[src/rtl/lsu_pkg.sv]
// Shared types and helpers for the byte-serial load/store sequencer.
// Size encodings, FSM state type and the size/alignment/extension helpers.
package lsu_pkg;

    localparam logic [1:0] SZ_BYTE = 2'b00;
    localparam logic [1:0] SZ_HALF = 2'b01;
    localparam logic [1:0] SZ_WORD = 2'b10;

    typedef enum logic [1:0] {
        ST_IDLE = 2'b00,
        ST_XFER = 2'b01,
        ST_RESP = 2'b10
    } lsu_byte_state_t;

    // Number of byte transfers for an access size; the unused code 11 behaves as a word.
    function automatic logic [2:0] bytes_for_size(input logic [1:0] size);
        logic [2:0] n;
        case (size)
            SZ_BYTE: n = 3'd1;
            SZ_HALF: n = 3'd2;
            SZ_WORD: n = 3'd4;
            default: n = 3'd4;
        endcase
        return n;
    endfunction

    function automatic logic is_misaligned(input logic [1:0] size, input logic [1:0] addr_lo);
        logic m;
        case (size)
            SZ_BYTE: m = 1'b0;
            SZ_HALF: m = addr_lo[0];
            default: m = (addr_lo != 2'b00);
        endcase
        return m;
    endfunction

    function automatic logic [31:0] extend_load(input logic [1:0] size, input logic uns,
                                                input logic [31:0] raw);
        logic [31:0] r;
        case (size)
            SZ_BYTE: r = {{24{raw[7] & ~uns}}, raw[7:0]};
            SZ_HALF: r = {{16{raw[15] & ~uns}}, raw[15:0]};
            default: r = raw;
        endcase
        return r;
    endfunction

endpackage

[src/rtl/lsu_byte_lane_reg.sv]
// 32-bit load staging register with a single-byte write port and a clear.
// Clear wins over a byte write landing in the same cycle.
module lsu_byte_lane_reg (
    input  logic        clk,
    input  logic        rst,
    input  logic        clr,
    input  logic        wr_en,
    input  logic [1:0]  lane,
    input  logic [7:0]  wr_byte,
    output logic [31:0] q
);

    logic [31:0] data_r;

    // Staging storage: async clear, sync clear, then lane write.
    always_ff @(posedge clk or negedge rst) begin
        if (!rst) begin
            data_r <= 32'h0000_0000;
        end else if (clr) begin
            data_r <= 32'h0000_0000;
        end else if (wr_en) begin
            data_r[{lane, 3'b000} +: 8] <= wr_byte;
        end
    end

    assign q = data_r;

endmodule

[src/rtl/lsu_byte_ctrl.sv]
// Serialises one byte/half/word load or store onto a byte-wide memory port
// and returns the assembled, extended load word.
module lsu_byte_ctrl
    import lsu_pkg::*;
#(
    parameter int ADDR_W = 32
) (
    input  logic              clk,
    input  logic              rst,
    input  logic              req_valid,
    output logic              req_ready,
    input  logic              req_we,
    input  logic [1:0]        req_size,
    input  logic              req_unsigned,
    input  logic [ADDR_W-1:0] req_addr,
    input  logic [31:0]       req_wdata,
    output logic              resp_valid,
    output logic              resp_err,
    output logic [31:0]       resp_rdata,
    output logic              mem_req,
    output logic              mem_we,
    output logic [ADDR_W-1:0] mem_addr,
    output logic [7:0]        mem_wdata,
    input  logic              mem_ack,
    input  logic [7:0]        mem_rdata
);

    lsu_byte_state_t   state_r, next_state_s;
    logic              we_r, uns_r;
    logic [1:0]        size_r;
    logic [ADDR_W-1:0] addr_r;
    logic [31:0]       wdata_r;
    logic [1:0]        k_r, k_inc_s;

    logic              accept_s, mis_s, ack_s, last_s, stage_wr_s;
    logic [31:0]       stage_q_s, merged_s;

    logic              mem_req_n_s, mem_we_n_s, resp_valid_n_s, resp_err_n_s;
    logic [ADDR_W-1:0] mem_addr_n_s;
    logic [7:0]        mem_wdata_n_s;
    logic [31:0]       resp_rdata_n_s;

    logic              mem_req_r, mem_we_r, resp_valid_r, resp_err_r;
    logic [ADDR_W-1:0] mem_addr_r;
    logic [7:0]        mem_wdata_r;
    logic [31:0]       resp_rdata_r;

    assign accept_s   = (state_r == ST_IDLE) && req_valid;
    assign mis_s      = is_misaligned(req_size, req_addr[1:0]);
    assign ack_s      = (state_r == ST_XFER) && mem_ack;
    assign last_s     = ({1'b0, k_r} == (bytes_for_size(size_r) - 3'd1));
    assign k_inc_s    = k_r + 2'd1;
    assign stage_wr_s = ack_s && !we_r;

    // Held low while reset is asserted so no request appears accepted.
    assign req_ready  = (state_r == ST_IDLE) && rst;

    lsu_byte_lane_reg u_stage (
        .clk     (clk),
        .rst     (rst),
        .clr     (accept_s),
        .wr_en   (stage_wr_s),
        .lane    (k_r),
        .wr_byte (mem_rdata),
        .q       (stage_q_s)
    );

    // Staging value including the byte arriving this cycle, so the response can register on the last ack.
    always_comb begin
        merged_s = stage_q_s;
        if (stage_wr_s) begin
            merged_s[{k_r, 3'b000} +: 8] = mem_rdata;
        end else begin
            merged_s = stage_q_s;
        end
    end

    // FSM state register.
    always_ff @(posedge clk or negedge rst) begin
        if (!rst) begin
            state_r <= ST_IDLE;
        end else begin
            state_r <= next_state_s;
        end
    end

    // FSM next-state logic.
    always_comb begin
        next_state_s = state_r;
        case (state_r)
            ST_IDLE: begin
                if (accept_s) begin
                    next_state_s = mis_s ? ST_RESP : ST_XFER;
                end else begin
                    next_state_s = ST_IDLE;
                end
            end
            ST_XFER: begin
                if (ack_s && last_s) begin
                    next_state_s = ST_RESP;
                end else begin
                    next_state_s = ST_XFER;
                end
            end
            ST_RESP: next_state_s = ST_IDLE;
            default: next_state_s = ST_IDLE;
        endcase
    end

    // Request latch and byte counter.
    always_ff @(posedge clk or negedge rst) begin
        if (!rst) begin
            we_r    <= 1'b0;
            uns_r   <= 1'b0;
            size_r  <= 2'b00;
            addr_r  <= {ADDR_W{1'b0}};
            wdata_r <= 32'h0000_0000;
            k_r     <= 2'b00;
        end else if (accept_s) begin
            we_r    <= req_we;
            uns_r   <= req_unsigned;
            size_r  <= req_size;
            addr_r  <= req_addr;
            wdata_r <= req_wdata;
            k_r     <= 2'b00;
        end else if (ack_s && !last_s) begin
            k_r     <= k_inc_s;
        end
    end

    // Next values of the registered outputs, decoded from state and the events of this cycle.
    always_comb begin
        mem_req_n_s    = 1'b0;
        mem_we_n_s     = 1'b0;
        mem_addr_n_s   = {ADDR_W{1'b0}};
        mem_wdata_n_s  = 8'h00;
        resp_valid_n_s = 1'b0;
        resp_err_n_s   = 1'b0;
        resp_rdata_n_s = 32'h0000_0000;
        case (state_r)
            ST_IDLE: begin
                if (accept_s && mis_s) begin
                    resp_valid_n_s = 1'b1;
                    resp_err_n_s   = 1'b1;
                end else if (accept_s) begin
                    mem_req_n_s   = 1'b1;
                    mem_we_n_s    = req_we;
                    mem_addr_n_s  = req_addr;
                    mem_wdata_n_s = req_wdata[7:0];
                end else begin
                    mem_req_n_s   = 1'b0;
                end
            end
            ST_XFER: begin
                if (ack_s && last_s) begin
                    resp_valid_n_s = 1'b1;
                    resp_rdata_n_s = we_r ? 32'h0000_0000 : extend_load(size_r, uns_r, merged_s);
                end else if (ack_s) begin
                    mem_req_n_s   = 1'b1;
                    mem_we_n_s    = we_r;
                    mem_addr_n_s  = addr_r + ADDR_W'(k_inc_s);
                    mem_wdata_n_s = wdata_r[{k_inc_s, 3'b000} +: 8];
                end else begin
                    mem_req_n_s   = 1'b1;
                    mem_we_n_s    = we_r;
                    mem_addr_n_s  = addr_r + ADDR_W'(k_r);
                    mem_wdata_n_s = wdata_r[{k_r, 3'b000} +: 8];
                end
            end
            ST_RESP: begin
                resp_valid_n_s = 1'b0;
            end
            default: begin
                resp_valid_n_s = 1'b0;
            end
        endcase
    end

    // Output registers.
    always_ff @(posedge clk or negedge rst) begin
        if (!rst) begin
            mem_req_r    <= 1'b0;
            mem_we_r     <= 1'b0;
            mem_addr_r   <= {ADDR_W{1'b0}};
            mem_wdata_r  <= 8'h00;
            resp_valid_r <= 1'b0;
            resp_err_r   <= 1'b0;
            resp_rdata_r <= 32'h0000_0000;
        end else begin
            mem_req_r    <= mem_req_n_s;
            mem_we_r     <= mem_we_n_s;
            mem_addr_r   <= mem_addr_n_s;
            mem_wdata_r  <= mem_wdata_n_s;
            resp_valid_r <= resp_valid_n_s;
            resp_err_r   <= resp_err_n_s;
            resp_rdata_r <= resp_rdata_n_s;
        end
    end

    assign mem_req    = mem_req_r;
    assign mem_we     = mem_we_r;
    assign mem_addr   = mem_addr_r;
    assign mem_wdata  = mem_wdata_r;
    assign resp_valid = resp_valid_r;
    assign resp_err   = resp_err_r;
    assign resp_rdata = resp_rdata_r;

endmodule

[config.mk]
export PLATFORM = sky130hd
export DESIGN_NAME = lsu_byte_ctrl
export DESIGN_NICKNAME = d
export VERILOG_FILES = /design/src/rtl/lsu_pkg.sv /design/src/rtl/lsu_byte_lane_reg.sv /design/src/rtl/lsu_byte_ctrl.sv
export SDC_FILE = /design/constraint.sdc
export NUM_CORES = 1
export LEC_CHECK = 0
export BUFFER_PORTS_ARGS = -buffer_cell sky130_fd_sc_hd__buf_2
export CAP_MARGIN = 20
export CORE_ASPECT_RATIO = 1.2
export CORE_MARGIN = 3
export CORE_UTILIZATION = 60
export CTS_BUF_LIST = sky130_fd_sc_hd__clkbuf_8 sky130_fd_sc_hd__clkbuf_16
export CTS_CLUSTER_SIZE = 40
export DETAILED_ROUTE_END_ITERATION = 16
export PLACE_DENSITY_LB_ADDON = 0.1
export SLEW_MARGIN = 40
export SYNTH_ARGS = -nofsm -noshare
export SYNTH_HDL_FRONTEND = slang
export SYNTH_SLANG_ARGS = --single-unit
[constraint.sdc]
create_clock -name clk -period 8.8 [get_ports clk]
set_clock_uncertainty 0.15 [all_clocks]
set_input_delay 0.88 -clock clk [delete_from_list [all_inputs] [get_ports clk]]
set_output_delay 0.88 -clock clk [all_outputs]
set_load 0.01 [all_outputs]
==> metrics.txt, run 1 <==
Core ar.=12800 sq um; wirelength, routed=19.9 mm; GPL Wtd Cong=0.889; Die W=111 um; Worst-path clk slew=0.07 ns; setup repair bufs after CTS=0; H-tree Lvls=4; Slowest-stage cell, CP=dfrtp_2; Clock Power Share=25.5%; Diodes inserted=0; Yosys reg bits=179; Power Density=344 nW/um^2; Syn Area/Cell=9.91 sq um; vias in the first global route=6542; DR vias/cell=5.81; Clock Path Buffers=2; Max FO, Critical Path=25; drt wl/cell=17.7 um; via count=6522; combinational power share=34.2%; CP Capture Type=flip-flop; Synthesized Nets=894; Setup TNS=0 ns; IO Port Bufs=156; P_int=2.02 mW; fin area=9510 sq um; WP buf/inv=2; worst hold path class=in2async; # clock sinks=179; RSZ-0062 raised after global routing=false; CP dominant cell by count=inv_1; Switching Share=38.2%; CP delay by family, top=simple AND/OR/NAND/NOR gates; peak per-stage delay on the critical path=0.77 ns; share of layout cells above drive strength 1=23.8%; I/O pin cnt=157; Post-CTS Resized=0; critical path data arrival time=4.11 ns; Post-DRT Antenna Nets=0; initial detailed-routing violation count=515; Yosys Warn Count=0; Final setup viols=0; Rows=45; Layout Nets=1034; crit start category=flip-flop; clk_lat worst skew=0.43 ns; status=complete, no violations; Mapped Cells=806; fin crit period=3.97 ns; Max-cap violations=0; first-pass GRT wire length=32.5 mm; Tot Pwr=3.27 mW; Synth Flop Type=dfrtp_1; CTS Hold Bufs=0; die height=132 um; NetSw=1.25 mW; Synth cell types=58; Required @ worst endpoint=8.95 ns; GRT Total Usage=27.6%; CTS tree=yes; async set or reset register ratio after synthesis=100%; total iterations of the first detailed-routing run=5; Slew Viols, Final=0; Slew HR=45.5%; largest net degree at the start of global routing=82; drt drc=0; post-synthesis sequential area ratio=56.1%; Final Cycle Share=45.1%; Max VDD drop=0.000270 V; Mapped Area=7990 sq um; Worst Tran Pin Value=0.810 ns; Die Area=14700 sq um; DP Wirelength=13.3 mm; final hold violations=0; global route overflow=0; antenna violations before repair=0; dpl cell area=8840 sq um; initial core utilization=62.2%; crit path kind=reg2reg; area growth from synthesis to layout=19.1%; CTS root buf=clkbuf_16; Static Leak=4.83 nW; CP Cell Sequence=inv_1 -> ha_1 -> mux2_2 -> inv_1 -> fa_1 -> nand4b_1 -> or4_1 -> nor4_2 -> xnor2_1 -> o22ai_1; WHS=0.173 ns; CTS buffer count=17; Flop pwr share=40.3%; fmax=252 MHz; number of synthesized flops with an enable pin=0
-- cell usage in the layout (no fill, tap or decap), drive strengths merged, types with 2 or more instances in the layout --
master / Yosys / layout
dfrtp: 179 / 179
or3: 3 / 3
a21boi: 8 / 8
o21a: 8 / 8
a22oi: 8 / 8
clkinvlp: 0 / 4
clkbuf: 25 / 17
nor4: 3 / 3
nand4: 8 / 8
nand3b: 2 / 2
a22o: 2 / 2
nor4b: 2 / 2
or2: 3 / 3
buf: 15 / 162
ha: 7 / 7
and4: 3 / 3
inv: 11 / 14
a211oi: 16 / 16
xnor2: 19 / 19
nor3b: 2 / 2
nand3: 12 / 12
a21oi: 28 / 28
clkinv: 0 / 3
a31oi: 8 / 8
xor2: 14 / 14
bufinv: 0 / 5
mux2i: 24 / 24
o21ai: 20 / 20
o22ai: 19 / 19
nand2: 233 / 233
nand2b: 2 / 2
nor3: 9 / 9
a32o: 8 / 8
and3: 24 / 24
nor2: 63 / 63
and2: 8 / 8
-- metal layers --
metal  vias up  global-route usage (%)  wire length (um)
met5         -                       0                 0
met4         0                    11.2               614
met2       283                    45.7             10100
li1       2997                       -                 -
met3        51                    5.65              1300
met1      3191                    35.7              7920
-- layout make-up --
cell class              count  area, sq um
repair buffers            162          840
well taps                 164          205
fillers                   938         3330
clock buffers              17          425
clock inverters            15          229
inverters                  11         41.3
multi-input cells         575         3290
flip-flops and latches    179         4480
-- metrics by stage --
stage | setup slack [ns] | utilization, % | instances
after global placement | 4.61 | 68.8 | 1091
after floorplan | 5.01 | - | 806
final | 4.83 | 74.1 | 1123
after global routing | 4.62 | 74.1 | 1123
after CTS | 4.88 | 74.0 | 1123
after detailed placement | 4.56 | 68.9 | 1091
-- path summary, 6_finish.rpt --
| path | from | endpoint | slack [ns] | cells after the start |
|---|---|---|---|---|
| max | k_r[0] | mem_addr[20] | 4.83 | 10 |
| max reg2reg | k_r[0] | mem_addr[20] | 4.83 | 10 |
| min | rst | wdata_r[8] | 0.17 | 1 |
| max in group asynchronous | rst | u_stage.q[17] | 7.32 | 2 |
| min reg2reg | wdata_r[22] | wdata_r[22] | 0.33 | 2 |
| min in group clk | wdata_r[22] | wdata_r[22] | 0.33 | 2 |
-- cells by family (layout without fill, tap and decap cells) --
| group | after synthesis | count (layout) | share of synthesized area [%] |
|---|---|---|---|
| AND/OR/NAND/NOR | 383 | 383 | 21.6 |
| flip-flops | 179 | 179 | 56.1 |
| AO/OA/AOI/OAI | 126 | 126 | 11.0 |
| buffers and inverters | 52 | 205 | 3.12 |
| XOR/XNOR | 33 | 33 | 3.71 |
| multiplexers | 25 | 25 | 3.15 |
| adder cells (fa/ha/maj) | 8 | 8 | 1.35 |
-- sequential cells by signal, summed over array words and instances, names as in the netlist --
signal,flops
mem_addr,32
wdata_r,32
addr_r,32
we_r,1
resp_valid,1
resp_rdata,32
state_r,1
k_r,2
mem_wdata,8
resp_err,1
u_stage.q,32
size_r,2
mem_we,1
mem_req,1
uns_r,1
-- power groups by stage --
stage | clock network, mW | registers (mW) | logic, mW
floorplan | 0 | 1.30 | 0.763
global route | 0.879 | 1.35 | 1.23
detailed placement | 0 | 1.32 | 1.10
CTS | 0.844 | 1.31 | 1.11
global placement | 0 | 1.30 | 1.07
finish | 0.834 | 1.32 | 1.12
-- synthesized netlist by cell type, types with 8 or more instances --
library cell	count	area share (%)
o21ai_0	20	1.3
nand2_1	233	11
mux2i_1	24	3.0
inv_1	11	0.52
o22ai_1	17	1.3
a32o_1	8	1.0
a211oi_1	9	0.85
clkbuf_1	23	1.1
a21boi_0	8	0.75
and3_1	24	1.9
nor2_1	63	3.0
xnor2_1	18	2.0
a21oi_1	27	1.7
dfrtp_1	179	56
a31oi_1	8	0.63
xor2_1	14	1.5
o21a_1	8	0.75
a22oi_1	8	0.75
nand3_1	12	0.75
nor3_1	8	0.50
-- worst register-to-register path, delay by kind of cell (launching register included) --
kind	cells	cell delay [ns]
fa+ha+maj	2	0.92
xor+xnor	1	0.16
buf+inv	2	0.32
simple gates	3	1.10
compound gates	1	0.09
flops	1	0.77
mux	1	0.33
No activity file was read; power rests on OpenSTA's default activity.
==> run 2: changes to the inputs <==
- CORE_UTILIZATION: 60 -> 50
- clock period: 8.8 -> 3.5 ns (I/O delays scaled with it)
==> metrics.txt, run 2 (same netlist as run 1, synthesis figures left out) <==
Placed Cells=1142; Max VDD drop=0.000402 V; met1 usage=31.7%; I/O pin cnt=157; CTS buffer count=17; Power Density=811 nW/um^2; crit path kind=reg2reg; global route overflow=0; wirelength, routed=20.7 mm; met3 usage=5.20%; Slew Viols, Final=0; Rows=50; drt wl/cell=16.9 um; clk_lat worst skew=0.43 ns; first-pass GRT wire length=33.5 mm; CTS root buf=clkbuf_16; fmax=305 MHz; Static Leak=5.10 nW; crit start category=flip-flop; Required @ worst endpoint=3.64 ns; Post-DRT Antenna Nets=0; Tot Pwr=8.18 mW; fin area=10100 sq um; antenna violations before repair=0; post-route setup slack=0.224 ns; initial core utilization=51.1%; WHS=0.0141 ns; GPL Wtd Cong=0.851; CTS tree=yes; Layout Nets=1093; die height=144 um; initial detailed-routing violation count=588; Diodes inserted=0; vias in the first global route=6625; DP Wirelength=13.7 mm; area growth from synthesis to layout=26.3%; dpl cell area=8950 sq um; Final Non-Filler Cells=1226; IO Port Bufs=156; fin crit period=3.28 ns; Core ar.=15600 sq um; DR vias/cell=5.37; Die Area=17500 sq um; GRT busiest layer=met2; final hold violations=0; CP Capture Type=flip-flop; most frequent cells in the layout=nand2_1, dfrtp_1, buf_2; drt drc=0; commonest non-fill, non-tap cell in the layout=nand2_1; Worst Tran Pin Value=0.787 ns; Die W=121 um; Max-cap violations=0; Max FO, Critical Path=7; share of layout cells above drive strength 1=22.8%; GRT Total Usage=24.3%; critical path data arrival time=3.42 ns; largest net degree at the start of global routing=104; H-tree Lvls=4; Setup WS pre-CTS=0.159 ns; met2 GRT Util=41.1%; Clock Path Buffers=2; total iterations of the first detailed-routing run=5; status=complete, no violations; Final setup viols=0; Final Cycle Share=93.6%; # clock sinks=179; Slew HR=47.4%; worst hold path class=in2reg; Worst-path clk slew=0.06 ns; via count=6585
## run 2: layout make-up
class                      instances  area, sq um
clock buffer                      21          480
fill                            1320         5550
timing repair buffer             221         1410
sequential                       179         4480
inverter                          11         41.3
tap                              208          260
clock inverter                    11          135
multi-input combinational        575         3280
## run 2: metrics by stage
step	utilization [%]	setup TNS, ns
CTS	64.3	0
detailed placement	57.2	0
finish	64.5	0
global route	64.5	-0.0143
global placement	57.2	0
floorplan	-	0
## run 2: worst max-delay path, cell delays in order (launching register included)
cell	delay, ns
dfrtp_1	0.41
inv_1	0.13
ha_1	0.44
mux2_2	0.22
inv_1	0.06
fa_1	0.46
nand4b_1	0.23
or4_4	0.59
nor4_2	0.19
xnor2_1	0.17
o22ai_1	0.09
## run 2: path summary, 6_finish.rpt
check                             startpoint      endpoint  slack, ns  cells past startpoint
worst max register to register        k_r[0]  mem_addr[20]       0.22                     10
worst min register to register   wdata_r[20]   wdata_r[20]       0.33                      2
min in group asynchronous                rst    wdata_r[9]       0.39                      2
worst max-delay path                  k_r[0]  mem_addr[20]       0.22                     10
max in group asynchronous                rst    wdata_r[8]       1.81                      3
worst min-delay path            req_wdata[7]    wdata_r[7]       0.01                      3
## run 2: power by group
| part | leakage (nW) | internal, mW | switching (mW) |
|---|---|---|---|
| Sequential | 2.35 | 2.74 | 0.499 |
| Clock | 0.309 | 1.19 | 0.768 |
| Combinational | 2.44 | 1.16 | 1.83 |
## run 2: what timing repair did
item | in CTS | in global routing
endpoints found under the setup margin | 0 | 4
resized for setup | 0 | 1
endpoints found under the hold margin | 128 | 0
buffers inserted | 0 | 2
hold buffers | 49 | 0
## run 2: routing by layer
layer,part of all wire (%),vias to the layer above,wire length (um)
met4,1.5,0,310
met3,5.6,22,1170
met1,42,3248,8750
met2,51,197,10500
li1,-,3118,-
met5,0,-,0
==> run 3: changes to the inputs <==
- clock period: 3.5 -> 2.8 ns (I/O delays scaled with it)
==> metrics.txt, run 3 (same netlist as run 1, synthesis figures left out) <==
CP Capture Type=flip-flop; crit path kind=reg2reg; crit path to=mem_addr[20]; Reg2Reg Setup Slack=-0.13 ns; dpl cell area=9170 sq um; CTS buffer count=17; critical path data arrival time=3.06 ns; Die W=121 um; commonest non-fill, non-tap cell in the layout=nand2_1; Final setup viols=9; CP Cell Sequence=nand3b_1 -> buf_6 -> xnor2_4 -> ha_4 -> inv_2 -> fa_2 -> nand4b_1 -> or4_4 -> nor4_4 -> xnor2_1 -> o22ai_1; Slew HR=49.1%; RR Startpoint=resp_valid; # clock sinks=179; Static Leak=5.38 nW; post-route setup slack=-0.131 ns; clk_lat worst skew=0.42 ns; RSZ-0062 raised after global routing=true; WP buf/inv=2; CP delay by family, top=simple AND/OR/NAND/NOR gates; Rows=50; final hold violations=0; drt drc=0; most frequent cells in the layout=nand2_1, dfrtp_1, buf_2; antenna violations before repair=0; Setup TNS=-0.684 ns; Power Density=976 nW/um^2; Max VDD drop=0.000598 V; Max FO, Critical Path=5; Diodes inserted=0; Crit path depth=11; Layout Nets=1137; area growth from synthesis to layout=32.3%; DR vias/cell=5.34; filler instances=1264; total iterations of the first detailed-routing run=5; wirelength, routed=20.8 mm; Required @ worst endpoint=2.93 ns; Final Cycle Share=105%; peak per-stage delay on the critical path=0.61 ns; share of layout cells above drive strength 1=25.0%; crit start category=flip-flop; Worst R2R End=mem_addr[20]; fin crit period=2.93 ns; die height=144 um; Tot Pwr=10.3 mW; status=complete, but fails checks; Clock Path Buffers=2; IO Port Bufs=156; CTS root buf=clkbuf_16; initial detailed-routing violation count=576; Max-cap violations=0; via count=6781; initial core utilization=51.1%; I/O pin cnt=157; fin area=10600 sq um; Core ar.=15600 sq um; first-pass GRT wire length=34.0 mm; Slowest-stage cell, CP=or4_4; Worst Tran Pin Value=0.762 ns; H-tree Lvls=4; Die Area=17500 sq um; drt wl/cell=16.4 um; crit path launch=resp_valid; DP Wirelength=13.9 mm; largest net degree at the start of global routing=104; CTS tree=yes; Util after Layout=67.5%; worst reg2reg path depth=11; Slew Viols, Final=0; worst hold path class=in2reg; GPL Wtd Cong=0.858; GRT Total Usage=24.4%; fmax=341 MHz; failing checks=negative setup slack; Post-DRT Antenna Nets=0; Worst-path clk slew=0.06 ns; global route overflow=0; vias in the first global route=6915
run 3: cell types whose count changed in the layout (fill, tap and decap cells not counted), moves of 2 or more:
| cell | previous run | this run |
|---|---|---|
| nor3_4 | 0 | 4 |
| ha_1 | 7 | 5 |
| nor3_1 | 7 | 3 |
| dlygate4sd3_1 | 49 | 69 |
| nor4_2 | 3 | 0 |
| buf_4 | 14 | 34 |
| nor4_4 | 0 | 3 |
| buf_6 | 2 | 5 |
| ha_4 | 0 | 2 |
| bufinv_16 | 3 | 1 |
run 3: tightest hold or removal path, cell delays in order:
cell and delay [ns]:
buf_2 0.14, a31oi_1 0.11, nor2_1 0.08
run 3: cell type report:
type / instances / area, sq um / area share (%)
Clock buffer: 20 / 467 / 4.42
Clock inverter: 12 / 91.3 / 0.865
Inverter: 11 / 41.3 / 0.391
Multi-Input combinational cell: 575 / 3410 / 32.3
Sequential cell: 179 / 4480 / 42.4
Tap cell: 208 / 260 / 2.46
Timing Repair Buffer: 265 / 1820 / 17.2
run 3: metrics by stage:
step	hold slack (ns)	std cells	setup WS, ns
floorplan	-0.166	806	-0.504
global placement	0.0617	1162	-0.255
detailed placement	0.0669	1162	-0.331
CTS	0.0713	1265	-0.121
global route	0.0804	1270	-0.249
finish	0.0900	1270	-0.131
run 3: routing by layer:
layer / global-route usage [%] / share of wire, % / vias up
met1: 30.9 / 41 / 3319
li1: - / - / 3207
met3: 4.62 / 5.3 / 40
met2: 41.9 / 51 / 215
met5: 0 / 0 / -
met4: 8.79 / 2.2 / 0
run 3: repair_timing:
| action | CTS | global route |
|---|---|---|
| hold endpoints to repair | 145 | 0 |
| gates resized for setup | 6 | 10 |
| buffers inserted | 2 | 5 |
| endpoints found under the setup margin | 21 | 24 |
| pin swaps | 4 | 4 |
| hold buffers | 69 | 0 |
run 3: worst min path at each step:
stage	slack (ns)	cells past startpoint	startpoint	to
after floorplan	-0.17	0	rst	addr_r[0]
after global placement	0.06	1	rst	resp_rdata[8]
after detailed placement	0.07	1	rst	resp_rdata[8]
after CTS	0.07	3	mem_rdata[4]	u_stage.q[12]
after global routing	0.08	3	mem_rdata[4]	u_stage.q[12]
final	0.09	3	mem_rdata[0]	u_stage.q[8]
run 3: power breakdown:
group          internal (mW)  total [mW]  switching (mW)
Clock                   1.28        2.23           0.951
Combinational           1.67        4.05            2.38
Sequential              3.42        4.03           0.609
